### src/rtl/seg7_scan_ctrl.sv
// Two-digit 7-segment scan controller: alternates units/tens on a shared segment
// bus with blanking gaps, displaying a per-frame snapshot of the BCD inputs.
module seg7_scan_ctrl #(
    parameter int SCAN_DIV   = 4,
    parameter int BLANK_CYC  = 1,
    parameter bit ACTIVE_LOW = 1'b0
) (
    input  logic       clk,
    input  logic       rst_n,
    input  logic       en,
    input  logic [3:0] chuc,
    input  logic [3:0] donvi,
    input  logic       lz_blank,
    output logic [6:0] seg,
    output logic [1:0] an,
    output logic       frame_done
);

    localparam int MAXC = (SCAN_DIV > BLANK_CYC) ? SCAN_DIV : BLANK_CYC;
    localparam int CW   = (MAXC > 1) ? $clog2(MAXC) : 1;
    localparam logic [CW-1:0] SHOW_LAST  = CW'(SCAN_DIV - 1);
    localparam logic [CW-1:0] BLANK_LAST = (BLANK_CYC > 0) ? CW'(BLANK_CYC - 1) : '0;

    typedef enum logic [2:0] {
        IDLE     = 3'd0,
        SHOW_DV  = 3'd1,
        BLANK_DV = 3'd2,
        SHOW_CH  = 3'd3,
        BLANK_CH = 3'd4
    } state_t;

    state_t        state_q, state_d;
    logic [CW-1:0] cnt_q;
    logic [3:0]    snap_dv_q, snap_ch_q;
    logic          frame_done_q;
    logic          frame_end;
    logic          load_snap;
    logic [6:0]    seg_l;
    logic [1:0]    an_l;

    function automatic logic [6:0] decode(input logic [3:0] d);
        case (d)
            4'd0:    decode = 7'h3F;
            4'd1:    decode = 7'h06;
            4'd2:    decode = 7'h5B;
            4'd3:    decode = 7'h4F;
            4'd4:    decode = 7'h66;
            4'd5:    decode = 7'h6D;
            4'd6:    decode = 7'h7D;
            4'd7:    decode = 7'h07;
            4'd8:    decode = 7'h7F;
            4'd9:    decode = 7'h6F;
            default: decode = 7'h40;
        endcase
    endfunction

    // A completed frame always pulses frame_done; dropping en earlier aborts silently.
    always_comb begin
        state_d   = state_q;
        frame_end = 1'b0;
        case (state_q)
            IDLE: begin
                if (en) state_d = SHOW_DV;
            end
            SHOW_DV: begin
                if (!en)                     state_d = IDLE;
                else if (cnt_q == SHOW_LAST) state_d = (BLANK_CYC == 0) ? SHOW_CH : BLANK_DV;
            end
            BLANK_DV: begin
                if (!en)                      state_d = IDLE;
                else if (cnt_q == BLANK_LAST) state_d = SHOW_CH;
            end
            SHOW_CH: begin
                if (cnt_q == SHOW_LAST && BLANK_CYC == 0) begin
                    frame_end = 1'b1;
                    state_d   = en ? SHOW_DV : IDLE;
                end else if (!en) begin
                    state_d = IDLE;
                end else if (cnt_q == SHOW_LAST) begin
                    state_d = BLANK_CH;
                end
            end
            BLANK_CH: begin
                if (cnt_q == BLANK_LAST) begin
                    frame_end = 1'b1;
                    state_d   = en ? SHOW_DV : IDLE;
                end else if (!en) begin
                    state_d = IDLE;
                end
            end
            default: state_d = IDLE;
        endcase
    end

    assign load_snap = (state_d == SHOW_DV) && (state_q != SHOW_DV);

    always_ff @(posedge clk or negedge rst_n) begin
        if (!rst_n) begin
            state_q      <= IDLE;
            cnt_q        <= '0;
            snap_dv_q    <= '0;
            snap_ch_q    <= '0;
            frame_done_q <= 1'b0;
        end else begin
            state_q      <= state_d;
            frame_done_q <= frame_end;
            if (state_d != state_q || state_q == IDLE) cnt_q <= '0;
            else                                       cnt_q <= cnt_q + 1'b1;
            if (load_snap) begin
                snap_dv_q <= donvi;
                snap_ch_q <= chuc;
            end
        end
    end

    // lz_blank acts live on the tens anode; it never changes slot timing.
    always_comb begin
        seg_l = '0;
        an_l  = '0;
        case (state_q)
            SHOW_DV: begin
                an_l  = 2'b01;
                seg_l = decode(snap_dv_q);
            end
            SHOW_CH: begin
                an_l  = (lz_blank && snap_ch_q == 4'd0) ? 2'b00 : 2'b10;
                seg_l = decode(snap_ch_q);
            end
            default: begin
                seg_l = '0;
                an_l  = '0;
            end
        endcase
    end

    assign seg        = ACTIVE_LOW ? ~seg_l : seg_l;
    assign an         = ACTIVE_LOW ? ~an_l  : an_l;
    assign frame_done = frame_done_q;

endmodule

### config.mk
export PLATFORM = sky130hd
export DESIGN_NAME = seg7_scan_ctrl
export DESIGN_NICKNAME = d
export VERILOG_FILES = /design/src/rtl/seg7_scan_ctrl.sv
export SDC_FILE = /design/constraint.sdc
export NUM_CORES = 1
export LEC_CHECK = 0
export ABC_AREA = 1
export CAP_MARGIN = 25
export CORE_MARGIN = 8
export CORE_UTILIZATION = 25
export DETAILED_ROUTE_END_ITERATION = 8
export GPL_TIMING_DRIVEN = 0
export PLACE_DENSITY = 0.53
export SLEW_MARGIN = 20
export SYNTH_ARGS = -nofsm -noshare
export SYNTH_HDL_FRONTEND = slang
export SYNTH_SLANG_ARGS = --single-unit
### constraint.sdc
create_clock -name clk -period 2.65 [get_ports clk]
set_clock_uncertainty 0.15 [all_clocks]
set_input_delay 0.53 -clock clk [delete_from_list [all_inputs] [get_ports clk]]
set_output_delay 0.53 -clock clk [all_outputs]
set_load 0.03 [all_outputs]
Word-level counts from Yosys, hierarchy flattened:

Memories as Yosys holds them, arrays and structs flattened.
Cells that the tools add are included.

* register bits: 14
* memory bits (read-only): 224
* input port bits: 12
* output and inout port bits: 10
* word-level logic and storage cells: 39
* memories kept: 2

* add/sub/neg operators: 1
* eq/ne operators: 8
* mux-type cells: 17
* reductions and logical operators: 6

Memory list
* (name not given): depth 16, width 7, read ports 1, clocked after memory_dff 0, wr ports 0, RTL line 42 `case (d)`
* (name not given): depth 16, width 7, read ports 1, clocked after memory_dff 0, wr ports 0, RTL line 42

Operators by type and width (count)
* 3-bit two-way mux: 9
* 3-bit case mux with 5 select lines: 1
* 7-bit case mux with 2 select lines: 1
* 3-bit by 1-bit equality test with 1-bit output, second input constant: 2
* 3-bit by 2-bit equality test with 1-bit output, second input constant: 2
* 4-bit logical NOT: 1
* 2-bit two-way mux: 2
* 2-bit case mux with 2 select lines: 1
* 3-bit equality test, second input constant: 1
* 3-bit logical NOT: 1
* 1-bit two-way mux: 3
* 3-bit by 1-bit != test with 1-bit output, second input constant: 1
* 3-bit != test: 1
* 2-bit by 1-bit adder with 2-bit output, second input constant: 1
* 2-bit equality test, second input constant: 1
* 1-bit logical AND: 2
* 2-bit logical NOT: 1
* 1-bit logical OR: 1

Depth between registers and ports, before layout:

* word-level depth: 7
* depth in mapped cells: 9
* gate-level depth less buffers: 9

Least setup slack after synthesis:

No wires, ideal clock.

* path type: register -> output
* start point: register state_q[2]
* end point: output port seg[5]
* arrival: 1431 ps
* required time: 1970 ps
* slack: 539 ps
* stages on the path, launching flop included: 6
* buffers on the path: 0
* cell sequence: dfrtp_1 > nor2_1 > nand2_1 > inv_1 > nand2_1 > o22ai_1

* word-level cells in the longest chain between the ends: 2
* elaborated cells between the ends (all ways): 3
* classes of those cells: eq/ne (2); mux (1)

Ends and longest elaborated chain
* start: declaration: RTL line 32 `state_t state_q, state_d;`
* start signal: assignment: RTL line 105 `state_q <= state_d;`
* 3-bit by 2-bit equality test with 1-bit output or 3-bit by 1-bit equality test with 1-bit output (tied branches): RTL line 120 `case (state_q)`
* 7-bit case mux with 2 select lines (*): RTL line 120
* end: declaration: RTL line 14 `output logic [6:0] seg,`

Mark *: on every way between the ends. The rest lies on a longest branch, timed or not.

Worst setup path after layout:

* start point: register snap_dv_q[1]
* end point: output port seg[4]

* word-level cells in the longest chain between the ends: 2

Ends and longest elaborated chain
* start: declaration: RTL line 34 `logic [3:0] snap_dv_q, snap_ch_q;`
* start signal: assignment: RTL line 110 `snap_dv_q <= donvi;`
* memory read 16 x 7 bit
* 7-bit case mux with 2 select lines: RTL line 120

Every way passes these cells.

==> flow_summary_export.csv <==
group,metric,value,unit
run_status,status,"finished, final reports clean",
layout,multi_input_area,623,um^2
pwr,cell_internal_pwr,0.000466,W
worst_hold_path,hold_path_class,"reg -> reg",
pwr,seqPwrFrac,35.1,%
sta,max_freq,402,MHz
routing,dr.pass1.iters,4,
critical_path,worstPathRequired,1.97,ns
routing,vias_per_cell,4.39,
sta,fin_crit_sh,93.9,%
placement,dpl_cell_area,0.00135,mm^2
synthesis,syn_nets,171,
layout,n_fill_cell,475,
cts,cts_setup_buffers,0,
sta,setup_tns,0,ns
layout,antenna_cells,0,
pwr,p_leak,0.720,nW
die,die_x,81.9,um
critical_path,cp-end-kind,"output port",
routing,drtIter0Drc,64,
pwr,power.share.combinational,43.4,%
die,core,0.00426,mm^2
cts,cts_max_level,1,
critical_path,critPathArrivalTime,1.81,ns
sta,post-route-min-period,2.49,ns
global_route,grt_pass1_wl,4.37,mm
critical_path,cp_max_fo,6,
global_route,grt_max_degree,15,
sta,slew_viol_final,0,
synthesis,synth-seq-cells,14,
cts,root_buffer,"clkbuf_8",
global_route,antenna_found_initial,0,
run,cap_violations,0,
layout,design_area,0.00136,mm^2
synthesis,yosys_warnings,0,
cts,cts_made_buffers,3,
routing,drc,0,
critical_path,cp-start-kind,"flip-flop",
layout,nets,196,
pwr,power_switching,0.000330,W
routing,vias,965,
synthesis,syn_area_per_cell,7.48,um^2
layout,layout_commonest_cell,"nand2_1",
global_route,grt_usage,8.40,%
routing,wl_per_cell,12.1,um
worst_hold_path,hp-start,"cnt_q[0]$_DFF_PN0_",
critical_path,reg2regPathDepth,5,
cts,insertion_delay,0.24,ns
global_route,grt_pass1_vias,892,
routing,drtAntennaViolNets,0,
critical_path,r2r_end,"snap_dv_q[3]$_DFFE_PN0P_",
critical_path,reg2reg_setup_slack,1.02,ns
layout,seqCellArea,350,um^2
cts,clkTransAtPathRegs,0.06,ns
layout,synthToLayoutAreaGrowth,25.6,%
sta,rsz0062_at_grt,"false",
placement,dp_hpwl,2.09,mm
sta,worst_slew_pin_slew,0.691,ns
layout,drive_gt1_share,13.1,%
layout,layout_common_cells,"nand2_1 (28), inv_1 (21), nor2_1 (17), ha_1 (14), dfrtp_1 (14)",
placement,io_buffers,20,
cts,cts_tree,"done",
die,die_h,81.9,um
cts,holdBufCountCts,0,
sta,finalSetupViolations,0,
pwr,switching_share,41.4,%
pwr,power_density,584,mW/mm^2
global_route,globalRouteOverflowTotal,0,
synthesis,yosysUniqueCellTypes,23,
die,fp-row-count,24,
pwr,p_clk_share,21.5,%
sta,slew-limit-headroom,53.8,%
critical_path,critPathKind,"reg -> out",
synthesis,synth.yosys.seq_area_share,32.3,%
die,die_area,0.00670,mm^2
sta,hold_viol,0,
die,top_level_ports,22,
critical_path,rr_startpoint,"state_q[0]$_DFF_PN0_",
die,start_util,25.4,%
cts,cts.path.max_buffers,2,
synthesis,syn_inst,145,
synthesis,netlist_area,0.00108,mm^2
routing,drt_wl_total,2.65,mm
pwr,vdd_drop_max,0.265,mV
placement,gp_congestion,0.737,
worst_hold_path,hold_end,"cnt_q[0]$_DFF_PN0_",
worst_hold_path,hold_depth,1,
cts,clkSinkCount,14,
[final cells by class]
class                      count  share of cell area (%)
sequential                    14                    25.7
clock buffer                   3                    3.03
tap                           52                    4.78
buffer                         2                    1.19
inverter                      25                    6.98
timing repair buffer          20                    12.6
multi-input combinational    104                    45.7
[routing by layer]
layer / wire, um / track usage [%] / vias to the layer above / share of wire, %
met1: 1310 / 10.8 / 426 / 49
met4: 34 / 2.63 / 0 / 1.3
li1: - / - / 517 / -
met2: 1190 / 13.3 / 20 / 45
met5: 0 / 0 / - / 0
met3: 119 / 2.30 / 2 / 4.5
[power groups by stage]
| stage | Clock [W] | Sequential [W] | Combinational (W) |
|---|---|---|---|
| 3_5_place_dp | 0 | 0.000283 | 0.000366 |
| 6_report | 0.000171 | 0.000279 | 0.000345 |
| 2_1_floorplan | 0 | 0.000274 | 0.000250 |
| 5_1_grt | 0.000188 | 0.000284 | 0.000391 |
| 3_3_place_gp | 0 | 0.000283 | 0.000367 |
| 4_1_cts | 0.000182 | 0.000279 | 0.000351 |
[state kept, by name, indices dropped and copies added (netlist names)]
register / count
snap_dv_q: 4
state_q: 3
cnt_q: 2
snap_ch_q: 4
frame_done: 1
[how the worst max path moves through the flow]
stage / to / from / slack, ns / depth (start not counted)
floorplan: seg[5] / state_q[2]$_DFF_PN0_ / 0.54 / 5
global placement: seg[3] / snap_dv_q[1]$_DFFE_PN0P_ / 0.01 / 6
detailed placement: seg[5] / state_q[1]$_DFF_PN0_ / 0.02 / 7
CTS: seg[5] / state_q[1]$_DFF_PN0_ / 0.03 / 7
global route: seg[4] / snap_dv_q[1]$_DFFE_PN0P_ / 0.07 / 5
finish: seg[4] / snap_dv_q[1]$_DFFE_PN0P_ / 0.16 / 5
[per-stage QoR]
stage	hold WS [ns]	setup WS [ns]	util [%]	cells	total power, W
final	0.313	0.162	32.0	220	0.000795
after global routing	0.345	0.0701	32.0	220	0.000863
after CTS	0.320	0.0312	32.4	220	0.000813
after detailed placement	0.315	0.0156	31.7	217	0.000649
after global placement	0.313	0.0112	31.7	217	0.000650
after floorplan	0.0844	0.539	-	145	0.000524
[synth_stat cells]
cell / instances / area, um^2
inv_2: 3 / 11.3
inv_1: 21 / 78.8
o21ai_1: 7 / 35.0
nand4_1: 3 / 18.8
o22ai_1: 6 / 37.5
a22o_1: 2 / 17.5
nand3_1: 5 / 25.0
nor3_1: 3 / 15.0
nor2_2: 3 / 18.8
nand4_2: 1 / 12.5
nor2_1: 17 / 63.8
nand3_2: 2 / 20.0
a31oi_1: 1 / 6.26
nand2_2: 1 / 6.26
ha_1: 14 / 175
o21ai_0: 6 / 30.0
buf_6: 1 / 11.3
o21ai_4: 1 / 16.3
a21oi_1: 4 / 20.0
nand2_1: 28 / 105
dfrtp_1: 14 / 350
buf_2: 1 / 5.00
clkinv_2: 1 / 5.00
[kinds of logic after synthesis]
group	share of synthesized area (%)
simple gates	26.3
compound gates	15.0
buf+inv	10.3
fa+ha+maj	16.1
flops	32.3
[critical path, cell delays in order (launching register included)]
cell and delay (ns):
dfrtp_1 0.45, inv_1 0.13, ha_1 0.22, a22o_1 0.24, a22o_1 0.18, dlygate4sd2_1 0.35
[repair_timing]
item / in CTS / in global routing
endpoints found under the setup margin: 8 / 5
endpoints found under the hold margin: 0 / 0
gates resized for setup: 8 / 10
No activity file was read; power rests on OpenSTA's default activity.
